**src/rtl/correlator_pkg.sv**
```systemverilog
`default_nettype none
// ============================================================================
//  Module   : correlator_pkg
//  Purpose  : Shared types, constants and sizing helpers for the correlator
//             frame path (frame state encoding, header default, frame sizes).
//  Revision : 1.0  initial release
// ============================================================================
package correlator_pkg;

  typedef enum logic [2:0] {
    ST_IDLE = 3'd0,
    ST_HDR  = 3'd1,
    ST_SEQ  = 3'd2,
    ST_DATA = 3'd3,
    ST_CSUM = 3'd4
  } frame_state_t;

  localparam logic [7:0] DEFAULT_HEADER_BYTE = 8'hA5;

  // Number of bytes used to carry one count on the wire.
  function automatic int bytes_per_count(input int resolution);
    return resolution / 8;
  endfunction

  // Header + sequence + payload + checksum.
  function automatic int frame_length(input int num_channels, input int resolution);
    return 3 + num_channels * bytes_per_count(resolution);
  endfunction

endpackage
`default_nettype wire

```
**src/rtl/correlation_frame_tx_byte_sel.sv**
```systemverilog
`default_nettype none
// ============================================================================
//  Module   : correlation_frame_tx_byte_sel
//  Purpose  : Picks the payload byte addressed by (channel, byte) out of the
//             snapshot register; bytes within a count are sent MSB first.
//  Revision : 1.0  initial release
// ============================================================================
module correlation_frame_tx_byte_sel
  import correlator_pkg::*;
#(
  parameter int NUM_CHANNELS = 66,
  parameter int RESOLUTION   = 16,
  parameter int CH_W         = 7,
  parameter int BI_W         = 1
) (
  input  logic [NUM_CHANNELS*RESOLUTION-1:0] snapshot,
  input  logic [CH_W-1:0]                    ch_idx,
  input  logic [BI_W-1:0]                    byte_idx,
  output logic [7:0]                         data_byte
);

  localparam int BPC = bytes_per_count(RESOLUTION);

  // Constant-index decode keeps every slice static; byte 0 is the top byte.
  always_comb begin
    data_byte = 8'h00;
    for (int c = 0; c < NUM_CHANNELS; c++) begin
      for (int b = 0; b < BPC; b++) begin
        if (ch_idx == CH_W'(c) && byte_idx == BI_W'(b)) begin
          data_byte = snapshot[c*RESOLUTION + (BPC-1-b)*8 +: 8];
        end
      end
    end
  end

endmodule
`default_nettype wire

```
**src/rtl/correlation_frame_tx.sv**
```systemverilog
`default_nettype none
// ============================================================================
//  Module   : correlation_frame_tx
//  Purpose  : Snapshots the per-baseline coincidence counts on each
//             integration strobe and streams them as a checksummed byte frame
//             (HDR, SEQ, payload MSB first, CSUM) over a valid/ready link.
//  Revision : 1.0  initial release
// ============================================================================
module correlation_frame_tx
  import correlator_pkg::*;
#(
  parameter int         NUM_CHANNELS = 66,
  parameter int         RESOLUTION   = 16,
  parameter logic [7:0] HEADER_BYTE  = DEFAULT_HEADER_BYTE
) (
  input  logic                               clk,
  input  logic                               reset_n,
  input  logic                               integration_clk_pulse,
  input  logic [NUM_CHANNELS*RESOLUTION-1:0] counts,
  output logic [7:0]                         tx_data,
  output logic                               tx_valid,
  input  logic                               tx_ready,
  output logic                               busy,
  output logic                               overrun,
  output logic [7:0]                         dropped_frames
);

  localparam int BPC  = bytes_per_count(RESOLUTION);
  localparam int CH_W = (NUM_CHANNELS > 1) ? $clog2(NUM_CHANNELS) : 1;
  localparam int BI_W = (BPC > 1) ? $clog2(BPC) : 1;
  localparam logic [CH_W-1:0] LAST_CH   = CH_W'(NUM_CHANNELS - 1);
  localparam logic [BI_W-1:0] LAST_BYTE = BI_W'(BPC - 1);

  frame_state_t state, next_state;

  logic [NUM_CHANNELS*RESOLUTION-1:0] snapshot;
  logic [7:0]      seq_cnt;
  logic [7:0]      csum;
  logic [7:0]      data_byte;
  logic [CH_W-1:0] ch_idx;
  logic [BI_W-1:0] byte_idx;
  logic            handshake;
  logic            accept;
  logic            drop;
  logic            last_data;

  assign tx_valid  = (state != ST_IDLE);
  assign busy      = (state != ST_IDLE);
  assign handshake = tx_valid && tx_ready;
  assign last_data = (ch_idx == LAST_CH) && (byte_idx == LAST_BYTE);
  // A strobe landing on the closing CSUM handshake starts the next frame
  // back-to-back instead of being treated as an overrun.
  assign accept    = integration_clk_pulse &&
                     ((state == ST_IDLE) || (state == ST_CSUM && handshake));
  assign drop      = integration_clk_pulse && !accept;

  correlation_frame_tx_byte_sel #(
    .NUM_CHANNELS (NUM_CHANNELS),
    .RESOLUTION   (RESOLUTION),
    .CH_W         (CH_W),
    .BI_W         (BI_W)
  ) u_byte_sel (
    .snapshot  (snapshot),
    .ch_idx    (ch_idx),
    .byte_idx  (byte_idx),
    .data_byte (data_byte)
  );

  // Frame state register.
  always_ff @(posedge clk) begin
    if (!reset_n) state <= ST_IDLE;
    else          state <= next_state;
  end

  // Next-state decode and output byte selection; tx_data only moves on a
  // handshake because every source it muxes is held otherwise.
  always_comb begin
    next_state = state;
    tx_data    = 8'h00;
    case (state)
      ST_IDLE: begin
        if (accept) next_state = ST_HDR;
      end
      ST_HDR: begin
        tx_data = HEADER_BYTE;
        if (handshake) next_state = ST_SEQ;
      end
      ST_SEQ: begin
        tx_data = seq_cnt;
        if (handshake) next_state = ST_DATA;
      end
      ST_DATA: begin
        tx_data = data_byte;
        if (handshake && last_data) next_state = ST_CSUM;
      end
      ST_CSUM: begin
        tx_data = csum;
        if (handshake) next_state = accept ? ST_HDR : ST_IDLE;
      end
      default: next_state = ST_IDLE;
    endcase
  end

  // Snapshot capture, payload indexing, checksum and sequence numbering.
  always_ff @(posedge clk) begin
    if (!reset_n) begin
      snapshot <= '0;
      seq_cnt  <= 8'h00;
      csum     <= 8'h00;
      ch_idx   <= '0;
      byte_idx <= '0;
    end else begin
      if (accept) begin
        snapshot <= counts;
        csum     <= 8'h00;
        ch_idx   <= '0;
        byte_idx <= '0;
      end else if (handshake && (state == ST_SEQ || state == ST_DATA)) begin
        csum <= csum + tx_data;
        if (state == ST_DATA) begin
          if (byte_idx == LAST_BYTE) begin
            byte_idx <= '0;
            ch_idx   <= ch_idx + CH_W'(1);
          end else begin
            byte_idx <= byte_idx + BI_W'(1);
          end
        end
      end
      if (handshake && state == ST_CSUM) seq_cnt <= seq_cnt + 8'd1;
    end
  end

  // Sticky overrun flag and saturating dropped-strobe counter.
  always_ff @(posedge clk) begin
    if (!reset_n) begin
      overrun        <= 1'b0;
      dropped_frames <= 8'h00;
    end else if (drop) begin
      overrun <= 1'b1;
      if (dropped_frames != 8'hFF) dropped_frames <= dropped_frames + 8'd1;
    end
  end

endmodule
`default_nettype wire

```
**config.mk**
```make
export PLATFORM = sky130hd
export DESIGN_NAME = correlation_frame_tx
export DESIGN_NICKNAME = d
export VERILOG_FILES = /design/src/rtl/correlator_pkg.sv /design/src/rtl/correlation_frame_tx_byte_sel.sv /design/src/rtl/correlation_frame_tx.sv
export SDC_FILE = /design/constraint.sdc
export NUM_CORES = 2
export LEC_CHECK = 0
export CAP_MARGIN = 0
export CORE_AREA = 10 10 407 409
export DETAILED_ROUTE_END_ITERATION = 10
export DIE_AREA = 0 0 417 419
export PLACE_DENSITY = 0.54
export RECOVER_POWER = 25
export SETUP_SLACK_MARGIN = 0.2
export SYNTH_ARGS = -nofsm -noshare
export SYNTH_HDL_FRONTEND = slang
export SYNTH_SLANG_ARGS = --single-unit
```
**constraint.sdc**
```tcl
create_clock -name clk -period 11.65 [get_ports clk]
set_clock_uncertainty 0.1 [all_clocks]
set_input_delay 1.7475 -clock clk [delete_from_list [all_inputs] [get_ports clk]]
set_output_delay 1.7475 -clock clk [all_outputs]
set_load 0.01 [all_outputs]
```
### Word level (Yosys, flattened, before mapping)

Index checks and enable logic that the tools add are counted.

| operators by class | value |
|---|---|
| add/sub/neg operators | 5 |
| equality and inequality tests | 75 |
| mux-type cells | 141 |
| bitwise logic cells | 2 |
| reductions and logical operators | 149 |

Operators with widths:

| operator | number |
|---|---|
| 8-bit two-way mux | 132 |
| 7-bit by 6-bit == test with 1-bit output, second input constant | 32 |
| 1-bit logical AND | 138 |
| 7-bit by 5-bit == test with 1-bit output, second input constant | 16 |
| 7-bit by 4-bit == test with 1-bit output, second input constant | 8 |
| 8-bit one-hot mux with 4 select lines | 1 |
| 7-bit by 3-bit == test with 1-bit output, second input constant | 4 |
| 8-bit by 1-bit adder with 8-bit output, second input constant | 2 |
| 3-bit two-way mux | 5 |
| 3-bit one-hot mux with 5 select lines | 1 |
| 7-bit by 2-bit == test with 1-bit output, second input constant | 2 |
| 7-bit == test, second input constant | 2 |
| 2-bit != test, second input constant | 5 |
| 8-bit adder | 1 |
| 8-bit != test, second input constant | 1 |
| 7-bit by 1-bit adder with 7-bit output, second input constant | 1 |
| 7-bit by 1-bit == test with 1-bit output, second input constant | 1 |
| 7-bit zero test | 1 |
| 3-bit by 2-bit == test with 1-bit output, second input constant | 2 |
| 5-bit AND reduction | 1 |
| 2-bit AND reduction | 2 |
| 3-bit by 1-bit == test with 1-bit output, second input constant | 1 |
| 3-bit == test, second input constant | 1 |
| 3-bit zero test | 1 |
| other kinds (8) | 11 |

| word-level totals | value |
|---|---|
| register bits | 1092 |
| input bits | 1060 |
| logic and storage cells | 380 |

### Longest topological paths before layout

| depth | value |
|---|---|
| depth in word-level cells | 136 |
| gate-level depth with buffers | 25 |

### By module

From an unflattened synthesis, not the netlist that was laid out.

| second synthesis, totals | value |
|---|---|
| cells, all modules | 6041 |
| area total of the unflattened synthesis | 46238.1 µm² |

Modules (own cells, without submodules):

| module | times used | cells each | area each (µm²) | seq. area each (µm²) |
|---|---|---|---|---|
| correlation_frame_tx | 1 | 4829 | 38506.9 | 21861.0 |
| correlation_frame_tx_byte_sel | 1 | 1212 | 7731.2 | 0.0 |

### Worst setup path after synthesis

OpenSTA, ideal clock, no wires.

| timing path | value |
|---|---|
| path type | register to output |
| start | reg ch_idx[0] |
| end | out tx_data[2] |
| data arrival time | 2931 ps |
| data required time | 9803 ps |
| slack | 6871 ps |
| cell stages (with the launch flop) | 13 |
| path through | dfxtp_1 inv_1 ha_1 or4b_2 or4_1 clkbuf_1 o221ai_1 a31oi_1 o21ai_0 a21oi_1 o21ai_0 a21oi_1 o31ai_1 |

| between the ends | value |
|---|---|
| longest elaborated chain between the ends | 135 |

RTL lines:

| what | line | text |
|---|---|---|
| from (decl) | correlation_frame_tx.sv:40 | `logic [CH_W-1:0] ch_idx;` |
| from (signal assigned) | correlation_frame_tx.sv:123 | `ch_idx <= ch_idx + CH_W'(1);` |
| 7-bit zero test | correlation_frame_tx_byte_sel.sv:29 | `if (ch_idx == CH_W'(c) && byte_idx == BI_W'(b)) begin` |
| 1-bit logical AND | correlation_frame_tx_byte_sel.sv:29 |  |
| 8-bit two-way mux (131 in series) | correlation_frame_tx_byte_sel.sv:29 |  |
| 8-bit two-way mux (*) | correlation_frame_tx_byte_sel.sv:29 |  |
| 8-bit one-hot mux with 4 select lines (*) | correlation_frame_tx.sv:80 | `case (state)` |
| to (decl) | correlation_frame_tx.sv:20 | `output logic [7:0] tx_data,` |

Mark *: on every way between the ends. The rest lies on a longest branch, timed or not.

### Final worst setup path

| timing path | value |
|---|---|
| start | in tx_ready |
| end | reg snapshot[12] |

| between the ends | value |
|---|---|
| longest elaborated chain between the ends | 4 |

RTL lines:

| what | line | text |
|---|---|---|
| from (decl) | correlation_frame_tx.sv:22 | `input logic tx_ready,` |
| 1-bit logical AND | correlation_frame_tx.sv:49 | `assign handshake = tx_valid && tx_ready;` |
| 1-bit logical AND | correlation_frame_tx.sv:54 | `((state == ST_IDLE) \|\| (state == ST_CSUM && handshake));` |
| 1-bit logical OR | correlation_frame_tx.sv:54 |  |
| 1-bit logical AND | correlation_frame_tx.sv:53 | `assign accept = integration_clk_pulse &&` |
| to (signal assigned) | correlation_frame_tx.sv:114 | `snapshot <= counts;` |
| to (decl) | correlation_frame_tx.sv:36 | `logic [NUM_CHANNELS*RESOLUTION-1:0] snapshot;` |

Every way passes these cells.
A chain may end at the register's enable or synchronous reset.

==> flow_summary.toml <==
[hold_path]
hold_path_class = "register to register"
worstHoldEndpoint = "snapshot[452]"
hold_path_startpoint = "snapshot[452]"
hold-path-cell-count = 2

[setup_path]
crit_path_end_kind = "register"
critPathBufInv = 3
cp_max_fo = 193
required_ps = 12260
setup.worst_path.class = "primary input to register"
cp_cell_sequence = "dlygate4sd3_1 > nand2b_1 > nand3_1 > clkbuf_2 > buf_4 > nand2_1 > a21boi_0"
critPathSlowestCell = "clkbuf_2"
r2r-end = "snapshot[12]"
r2r_cells = 6
r2r_slack_ps = 3520
slowest_delay_ps = 3240
crit_arrival_ps = 9610
crit_path_start_kind = "primary input"
critPathTopFamily = "buffers and inverters"
r2r_start = "state[0]"

[synthesis]
synth_seq_area_share = 0.4258
ys_ff_latch = 1092
synthFlopType = "dfxtp_1"
synth_top_area_frac = 0.4258
ys_warn_count = 0
avgSynthCellArea_um2 = 8.133
synth.cell_area_mm2 = 0.05135
yosysUniqueCellTypes = 76
synth_edf_count = 0
netlist.top_cell.by_area = "dfxtp_1"
async_reset_ff_frac = 0
syn-instance-count = 6313
syn-num-nets = 7387
synth_area_leaders = "dfxtp_1, nand2_1, a21boi_0"

[clock_tree]
clk_pin_slew_ps = 50
hold_buffers = 0
cts_setup_buffers = 0
cts_buffers = 132
ctsLongestPathBuffers = 3
clock-sinks = 1092
cts_root_buf = "clkbuf_16"
cts_tree = "done"
h-tree-depth = 4
clock_latency_ps = 790
cts_resized = 0

[placed_design]
hpwl_um = 201500
portBuffers = 1078
placed_cells = 9027
gp_congestion = 0.9098
pre_cts_slack_ps = 4010

[drt]
drt-wirelength-per-cell_um = 28.02
viasPerCell = 5.276
firstDrtPassIters = 5
dr_total_vias = 49130
drt_iter0_drc = 3856
ant_nets = 0
drc = 0
routed_wirelength_um = 261000

[timing]
rsz0062_at_grt = "no"
whs_ps = 361.9
finalSetupViolations = 0
layout_setup_ws_ps = 2653
fmax_mhz = 111.2
maxSlewViolCount = 748
post-route-period-util = 0.7722
finalSetupTns_ps = 0
relSlewSlack = -1.938
worstMarginPinSlew_ps = 4406
finalCriticalPeriod_ps = 8997
hold_violations = 0

[status]
failed_checks = "max-capacitance violations, max-slew violations"
status = "finished with violations"

[power_and_ir_drop]
leakagePower_nw = 23.24
p_per_area_mw_per_mm2 = 152.7
irDropWorstVdd_uv = 146.2

[floorplanning]
start_util = 0.3261
rows = 146
die_w_um = 417
io_pins = 1079
die_area_mm2 = 0.1747
core_area_mm2 = 0.1575
dieHeight_um = 419

[grt]
antenna_found_initial = 100
grt_max_degree = 272
globalRoute.totalOverflow = 0
grt_first_pass_wirelength_um = 362000
track_usage = 0.2837
first_global_vias = 48760

[run]
max-cap-violations = 7

[layout]
fillerInstances = 16090
fin_cells = 9312
synthToLayoutAreaGrowth_pct = 32.02
final_layout_size_suffix_gt1_frac = 0.05579
fin_nets = 8163
[worst max-delay path by stage]
| stage | startpoint | endpoint | cells past startpoint |
|---|---|---|---|
| finish | tx_ready | snapshot[12] | 7 |
| global route | tx_ready | snapshot[9] | 7 |
| CTS | ch_idx[0] | tx_data[6] | 11 |
| detailed placement | ch_idx[0] | tx_data[6] | 11 |
| global placement | ch_idx[0] | tx_data[6] | 11 |
| floorplan | ch_idx[0] | tx_data[2] | 12 |
[layout make-up]
cell class / instances / area, um2 / share of cell area
sequential: 1092 / 21870 / 0.3227
multi-input combinational: 4724 / 27570 / 0.4067
clock inverter: 30 / 405.4 / 0.005981
inverter: 9 / 33.78 / 0.0004984
clock buffer: 203 / 3915 / 0.05776
antenna: 52 / 130.1 / 0.001920
timing repair buffer: 1130 / 11270 / 0.1663
tap: 2072 / 2592 / 0.03825
[report_power, final]
group	total, mW	internal [mW]	leakage [nW]	switching, mW
Sequential	4.34	4.10	8.95	0.240
Combinational	1.83	0.749	12.2	1.09
Clock	4.17	2.40	2.10	1.77
[cell usage after synthesis, types with 6 or more instances]
cell,number
nand2_1,2247
or4_1,6
xnor2_1,16
o31ai_1,6
dfxtp_1,1092
and3_1,9
a22oi_1,25
nor2_1,108
a211oi_1,47
a21boi_0,1061
or3_1,10
nor3_1,63
o211ai_1,15
a21oi_1,77
a31oi_1,19
o2111ai_1,8
o21ai_0,73
ha_1,13
a221oi_1,21
inv_1,8
buf_1,11
xor2_1,7
a211o_1,9
clkbuf_1,402
nor4_1,26
nand4_1,20
and2_1,32
o22ai_1,53
mux2_2,121
a311oi_1,6
o221ai_1,21
nor2b_1,16
a2111oi_0,11
mux2i_1,394
nand2b_1,9
buf_4,26
nand3_1,76
o32ai_1,10
buf_2,48
[flip-flops by register name, summed over array words and instances (netlist names)]
signal / cells
byte_idx: 1
ch_idx: 7
overrun: 1
snapshot: 1056
state: 3
seq_cnt: 8
csum: 8
dropped_frames: 8
[per-stage QoR]
stage	util	area, um2	power, mW
after detailed placement	0.4026	63390	6.242
after CTS	0.4300	67710	10.41
after global placement	0.4026	63390	6.223
after floorplan	-	51350	5.283
final	0.4305	67780	10.35
after global routing	0.4304	67770	10.76
[metal layers]
layer,vias up,routed length (um),GRT usage
met4,34,13350,0.1450
met2,1526,127600,0.4878
met1,24020,106700,0.3364
met5,-,214,0
li1,23090,-,-
met3,469,13060,0.05269
[worst min-delay path: stages, from the launching register on]
cell	delay (ps)
dfxtp_1	300
nand2_1	40
a21boi_0	60
[layout by cell type (no fill, tap or decap), types with 10 or more instances in the layout]
cell type        netlist  final
nand3_1               76     76
o211ai_1              15     15
ha_1                  13     11
and2_1                32     28
nor3_1                63     62
mux2i_1              394    394
clkbuf_1             402     44
diode_2                0     52
o221ai_1              21     21
o32ai_1               10     10
mux2_2               121    121
dlygate4sd3_1          0     12
a31oi_1               19     19
or3_1                 10     10
nor4_1                26     25
a21oi_1               77     77
clkbuf_8               0     26
nand4_1               20     20
a221oi_1              21     21
buf_4                 26     39
a21boi_0            1061   1061
dfxtp_1             1092   1088
nor2b_1               16     12
nor2_1               108    108
o21ai_0               73     73
clkbuf_16              0    136
a22oi_1               25     25
clkdlybuf4s50_1        0   1065
xnor2_1               16     16
nand2_1             2247   2247
o22ai_1               53     53
a211oi_1              47     47
[kinds of logic after synthesis]
logic type / after synthesis / synth area share
AND/OR/NAND/NOR: 2665 / 0.2092
multiplexers: 515 / 0.1033
adder cells (fa/ha/maj): 14 / 0.003558
flip-flops: 1092 / 0.4258
buffers and inverters: 497 / 0.03955
AO/OA/AOI/OAI: 1507 / 0.2147
XOR/XNOR: 23 / 0.003923
No activity file was read; power rests on OpenSTA's default activity.
